$ cat config.mk
export PLATFORM = sky130hd
export DESIGN_NAME = osc_noise_multi
export DESIGN_NICKNAME = d
export VERILOG_FILES = /design/src/rtl/osc_pkg.sv /design/src/rtl/noise_lfsr_ch.sv /design/src/rtl/osc_noise_multi.sv
export SDC_FILE = /design/constraint.sdc
export NUM_CORES = 1
export LEC_CHECK = 0
export ABC_AREA = 1
export BUFFER_PORTS_ARGS = -buffer_cell sky130_fd_sc_hd__clkbuf_2
export CORE_AREA = 2 2 149 151
export CTS_CLUSTER_DIAMETER = 150
export DETAILED_ROUTE_END_ITERATION = 16
export DIE_AREA = 0 0 151 153
export GPL_ROUTABILITY_DRIVEN = 0
export PLACE_DENSITY = 0.76
export SKIP_LAST_GASP = 1
export SYNTH_ARGS = -nofsm -noshare
export SYNTH_HDL_FRONTEND = slang
export SYNTH_SLANG_ARGS = --single-unit
$ cat constraint.sdc
create_clock -name clk -period 4.9 [get_ports clk]
set_input_delay 0.98 -clock clk [delete_from_list [all_inputs] [get_ports clk]]
set_output_delay 0.98 -clock clk [all_outputs]
set_load 0.01 [all_outputs]
$ cat src/rtl/osc_pkg.sv
// Shared definitions for the oscillator family: noise mode encoding, LFSR
// geometry and the single-step LFSR function used by every noise channel.
package osc_pkg;

  typedef enum logic {
    NOISE_LONG  = 1'b0,
    NOISE_SHORT = 1'b1
  } noise_mode_t;

  localparam int                      NOISE_LFSR_W    = 15;
  localparam logic [NOISE_LFSR_W-1:0] NOISE_SEED      = 15'h7FFF;
  localparam int                      NOISE_SHORT_TAP = 6;

  // x^15+x^14+1; short mode folds the feedback into bit 6 for a 127-step loop.
  function automatic logic [NOISE_LFSR_W-1:0] noise_lfsr_next(
    input logic [NOISE_LFSR_W-1:0] s,
    input noise_mode_t             m
  );
    logic                    fb;
    logic [NOISE_LFSR_W-1:0] n;
    fb = s[0] ^ s[1];
    n  = {fb, s[NOISE_LFSR_W-1:1]};
    if (m == NOISE_SHORT) begin
      n[NOISE_SHORT_TAP] = fb;
    end
    return n;
  endfunction

endpackage

$ cat src/rtl/noise_lfsr_ch.sv
// One noise channel: period down-counter, 15-bit LFSR and the registered
// signed sample (+amp or -amp depending on the LFSR output bit).
module noise_lfsr_ch
  import osc_pkg::*;
#(
  parameter int SAMPLE_W = 17,
  parameter int PERIOD_W = 17,
  parameter int VOL_W    = 4
) (
  input  logic                clk,
  input  logic                rst,
  input  logic                en,
  input  logic [PERIOD_W-1:0] period,
  input  noise_mode_t         mode,
  input  logic [VOL_W-1:0]    vol,
  input  logic                retrig,
  output logic [SAMPLE_W-1:0] sample
);

  localparam int AMP_SH = SAMPLE_W - 1 - VOL_W;

  logic [NOISE_LFSR_W-1:0] lfsr;
  logic [NOISE_LFSR_W-1:0] lfsr_nxt;
  logic [PERIOD_W-1:0]     cnt;
  logic [PERIOD_W-1:0]     reload;
  logic [SAMPLE_W-1:0]     amp;
  logic [SAMPLE_W-1:0]     amp_neg;

  // A zero period is treated as one so the counter never wraps.
  always_comb begin
    reload = '0;
    if (period != '0) begin
      reload = period - PERIOD_W'(1);
    end
  end

  always_comb begin
    lfsr_nxt = noise_lfsr_next(lfsr, mode);
  end

  always_comb begin
    amp     = SAMPLE_W'(vol) << AMP_SH;
    amp_neg = -amp;
  end

  always_ff @(posedge clk) begin
    if (!rst) begin
      lfsr   <= NOISE_SEED;
      cnt    <= '0;
      sample <= '0;
    end else begin
      // The sample follows the current LFSR and volume even while en is low.
      sample <= lfsr[0] ? amp_neg : amp;
      if (retrig) begin
        lfsr <= NOISE_SEED;
        cnt  <= reload;
      end else if (en) begin
        if (cnt == '0) begin
          lfsr <= lfsr_nxt;
          cnt  <= reload;
        end else begin
          cnt <= cnt - PERIOD_W'(1);
        end
      end
    end
  end

endmodule

$ cat src/rtl/osc_noise_multi.sv
// Multi-channel LFSR noise oscillator: NUM_CH independent noise channels and
// a registered mix equal to the channel sum scaled down by log2(NUM_CH).
module osc_noise_multi
  import osc_pkg::*;
#(
  parameter int NUM_CH   = 4,
  parameter int SAMPLE_W = 17,
  parameter int PERIOD_W = 17,
  parameter int VOL_W    = 4
) (
  input  logic                       clk,
  input  logic                       rst,
  input  logic                       en,
  input  logic [NUM_CH*PERIOD_W-1:0] period,
  input  logic [NUM_CH-1:0]          mode,
  input  logic [NUM_CH*VOL_W-1:0]    vol,
  input  logic [NUM_CH-1:0]          retrig,
  output logic [NUM_CH*SAMPLE_W-1:0] sample_ch,
  output logic [SAMPLE_W-1:0]        sample_mix
);

  localparam int LOG2_CH = $clog2(NUM_CH);
  localparam int SUM_W   = SAMPLE_W + LOG2_CH;

  for (genvar g = 0; g < NUM_CH; g++) begin : g_ch
    noise_lfsr_ch #(
      .SAMPLE_W (SAMPLE_W),
      .PERIOD_W (PERIOD_W),
      .VOL_W    (VOL_W)
    ) u_ch (
      .clk    (clk),
      .rst    (rst),
      .en     (en),
      .period (period[g*PERIOD_W +: PERIOD_W]),
      .mode   (noise_mode_t'(mode[g])),
      .vol    (vol[g*VOL_W +: VOL_W]),
      .retrig (retrig[g]),
      .sample (sample_ch[g*SAMPLE_W +: SAMPLE_W])
    );
  end

  logic signed [SUM_W-1:0] mix_sum;
  logic signed [SUM_W-1:0] mix_scaled;

  // The widened sum cannot overflow, so the scaled result always fits SAMPLE_W.
  always_comb begin
    logic signed [SAMPLE_W-1:0] s;
    mix_sum = '0;
    for (int i = 0; i < NUM_CH; i++) begin
      s       = sample_ch[i*SAMPLE_W +: SAMPLE_W];
      mix_sum = mix_sum + SUM_W'(s);
    end
    mix_scaled = mix_sum >>> LOG2_CH;
  end

  always_ff @(posedge clk) begin
    if (!rst) begin
      sample_mix <= '0;
    end else begin
      sample_mix <= mix_scaled[SAMPLE_W-1:0];
    end
  end

endmodule

==> flow_summary.json <==
{
  "fin_cells": 1993,
  "postCtsSetupRepairBufs": 0,
  "nets": 1828,
  "worst_ep_arrival_time_ns": 3.06,
  "synth_cell_types": 38,
  "p_switching_mw": 1.13,
  "io_buffers": 121,
  "timing.final.ws_setup_ns": 2.19,
  "seqPwrFrac_pct": 40.4,
  "worstPathRequired_ns": 5.25,
  "power.leakage_nw": 5.81,
  "synth_top_area_share_pct": 29.8,
  "cp-end-kind": "register",
  "clockBufferDepth": 2,
  "cts-resized-gates": 0,
  "synth_area_um2": 10400,
  "min_to": "g_ch[2].u_ch.lfsr[8]",
  "rows": 54,
  "antenna_found_initial": 0,
  "track_usage_pct": 21.3,
  "ys_top_cells_by_count": "383 x nand2_1, 233 x nor2_1, 169 x inv_1",
  "cts_htree_levels": 4,
  "hold_path_depth": 2,
  "p_clk_share_pct": 37.4,
  "p_comb_share_pct": 22.3,
  "dr.pass1.iters": 5,
  "core_area_um2": 21500,
  "holdBufCountCts": 0,
  "r2r_start": "g_ch[2].u_ch.sample[15]",
  "cp-startpoint": "g_ch[2].u_ch.sample[15]",
  "ir_drop_mv": 0.205,
  "synth_area_leaders": "dfxtp_1 30%, nand2_1 14%, nor2_1 8.4%",
  "report.final.slew_viol_count": 0,
  "chipWidth_um": 151,
  "place_ws_ns": 2.18,
  "initial_core_util_pct": 48.5,
  "diodes": 0,
  "min_from": "g_ch[2].u_ch.lfsr[8]",
  "p_per_area_nw_per_um2": 308,
  "r2r_cells": 12,
  "clock-sinks": 155,
  "tightestPinTransition_ns": 0.956,
  "hold_viol_final": 0,
  "place_area_um2": 10900,
  "fmax_mhz": 370,
  "status": "finished clean",
  "grt_use_met1_pct": 27.0,
  "hp-class": "register to register",
  "yosys_register_bits": 155,
  "fp.dieH_um": 153,
  "cts_buffers": 17,
  "slew_headroom_pct": 36.1,
  "synth_edf_count": 0,
  "crit_path_max_fanout": 4,
  "fin_tns_setup_ns": 0,
  "postSynthCellCount": 1600,
  "dieArea_um2": 23100,
  "cts-root-buf": "clkbuf_16",
  "layout-drive-gt1-share_pct": 12.3,
  "clk_latency_ns": 0.42,
  "wl_per_cell_um": 12.2,
  "pin_count": 180,
  "startpoint_type": "register",
  "finClkSkew_ns": 0.00788,
  "viasPerCell": 4.98,
  "yosys.area.top_type": "dfxtp_1",
  "p_total_mw": 3.56,
  "rsz0062_at_grt": "false",
  "met3_usage_pct": 3.91,
  "p_int_mw": 2.43,
  "ant_nets": 0,
  "dp_hpwl_mm": 18.4,
  "vias": 9924,
  "fin_area_um2": 11500,
  "period_minus_slack_ns": 2.71,
  "timing.final.crit_share_pct": 55.2,
  "reg2reg_to": "sample_mix[16]",
  "swShare_pct": 31.8,
  "grt-busiest-layer": "met2",
  "r2r_slack_ns": 2.19,
  "syn_avg_cell_area_um2": 6.52,
  "grt_pass1_wl_mm": 40.8,
  "maxCapViolCount": 0,
  "syn_to_final_growth_pct": 10.6,
  "first_global_vias": 8987,
  "grt_use_met2_pct": 36.6,
  "synth.most_common_cell": "nand2_1",
  "drt_wl_total_mm": 24.3,
  "async_flop_share_pct": 0,
  "dp.cells": 1961,
  "cts_tree": "yes",
  "cts.reportedPaths.clkPinSlew_ns": 0.06,
  "final-setup-viol-count": 0,
  "yosysSeqAreaShare_pct": 29.8,
  "gr-total-overflow": 0,
  "grt_max_degree": 77,
  "drt_iter0_markers": 548,
  "synth_warnings": 0,
  "drc": 0,
  "crit_type": "register to register",
  "synthFlopType": "dfxtp_1"
}
sequential cells by signal (all words and copies together), names as in the netlist:
name              flops
g_ch.u_ch.lfsr       60
sample_mix            7
g_ch.u_ch.cnt        68
g_ch.u_ch.sample     20
cell families (layout without fill, tap and decap cells):
family | after synthesis | after routing | share of synthesized area [%]
simple gates | 825 | 825 | 34.2
buf+inv | 283 | 339 | 13.0
compound gates | 228 | 228 | 11.9
flops | 155 | 155 | 29.8
xor+xnor | 75 | 75 | 6.30
fa+ha+maj | 33 | 33 | 4.75
other cells | 1 | 58 | 0.0360
power groups by stage:
stage	Sequential (mW)	Clock (mW)	Combinational (mW)
after CTS	1.43	1.35	0.794
after floorplan	1.45	0	0.614
after global routing	1.44	1.42	0.914
after global placement	1.46	0	0.768
final	1.44	1.33	0.791
after detailed placement	1.46	0	0.788
final cells by class:
type | instances | area [um2]
Clock buffer | 21 | 460
Clock inverter | 11 | 136
Fill cell | 2149 | 9950
Inverter | 185 | 694
Multi-Input combinational cell | 1219 | 6180
Sequential cell | 155 | 3100
Tap cell | 280 | 350
Timing Repair Buffer | 122 | 613
layer usage:
metal / vias to the layer above / wire length, um
li1: 5198 / -
met1: 4442 / 11000
met2: 249 / 11600
met3: 35 / 1220
met4: 0 / 492
met5: - / 0
worst max-delay path by stage:
stage	endpoint	slack (ns)
after detailed placement	g_ch[0].u_ch.lfsr[0]	2.18
after floorplan	sample_mix[15]	2.36
after global placement	g_ch[0].u_ch.lfsr[3]	2.23
final	sample_mix[16]	2.19
after global routing	sample_mix[16]	2.01
after CTS	sample_mix[16]	2.18
per-stage QoR:
step	util [%]	hold slack (ns)
after floorplan	-	0.429
after global placement	50.9	0.438
after detailed placement	50.9	0.443
after CTS	53.7	0.458
after global routing	53.7	0.472
final	53.7	0.455
placed cells by master (no fill, tap or decap), types with 3 or more instances in the layout:
master and count:
a211oi_1 5, a21oi_1 70, a31oi_1 5, clkbuf_16 17
clkbuf_2 121, clkinvlp_4 4, conb_1 58, dfxtp_1 155
fa_1 11, ha_1 22, inv_1 169, inv_2 15
nand2_1 383, nand2_2 6, nand2_4 3, nand3_1 139
nand3b_1 4, nand4_1 23, nor2_1 233, nor2_2 17
nor2_4 5, nor3_1 3, o211ai_1 16, o21ai_0 95
o21ai_1 30, o31ai_1 4, xnor2_1 23, xor2_1 52
worst max-delay path, cell delays in order (launching register included):
cell,delay (ns)
dfxtp_1,0.42
inv_1,0.08
fa_1,0.47
fa_1,0.52
inv_1,0.05
ha_1,0.34
a21oi_1,0.14
nand2_1,0.09
nand2_1,0.06
nand2_1,0.05
a21oi_1,0.16
o21ai_0,0.10
a21oi_1,0.16
Note: power is estimated with default switching activity, not from simulation.
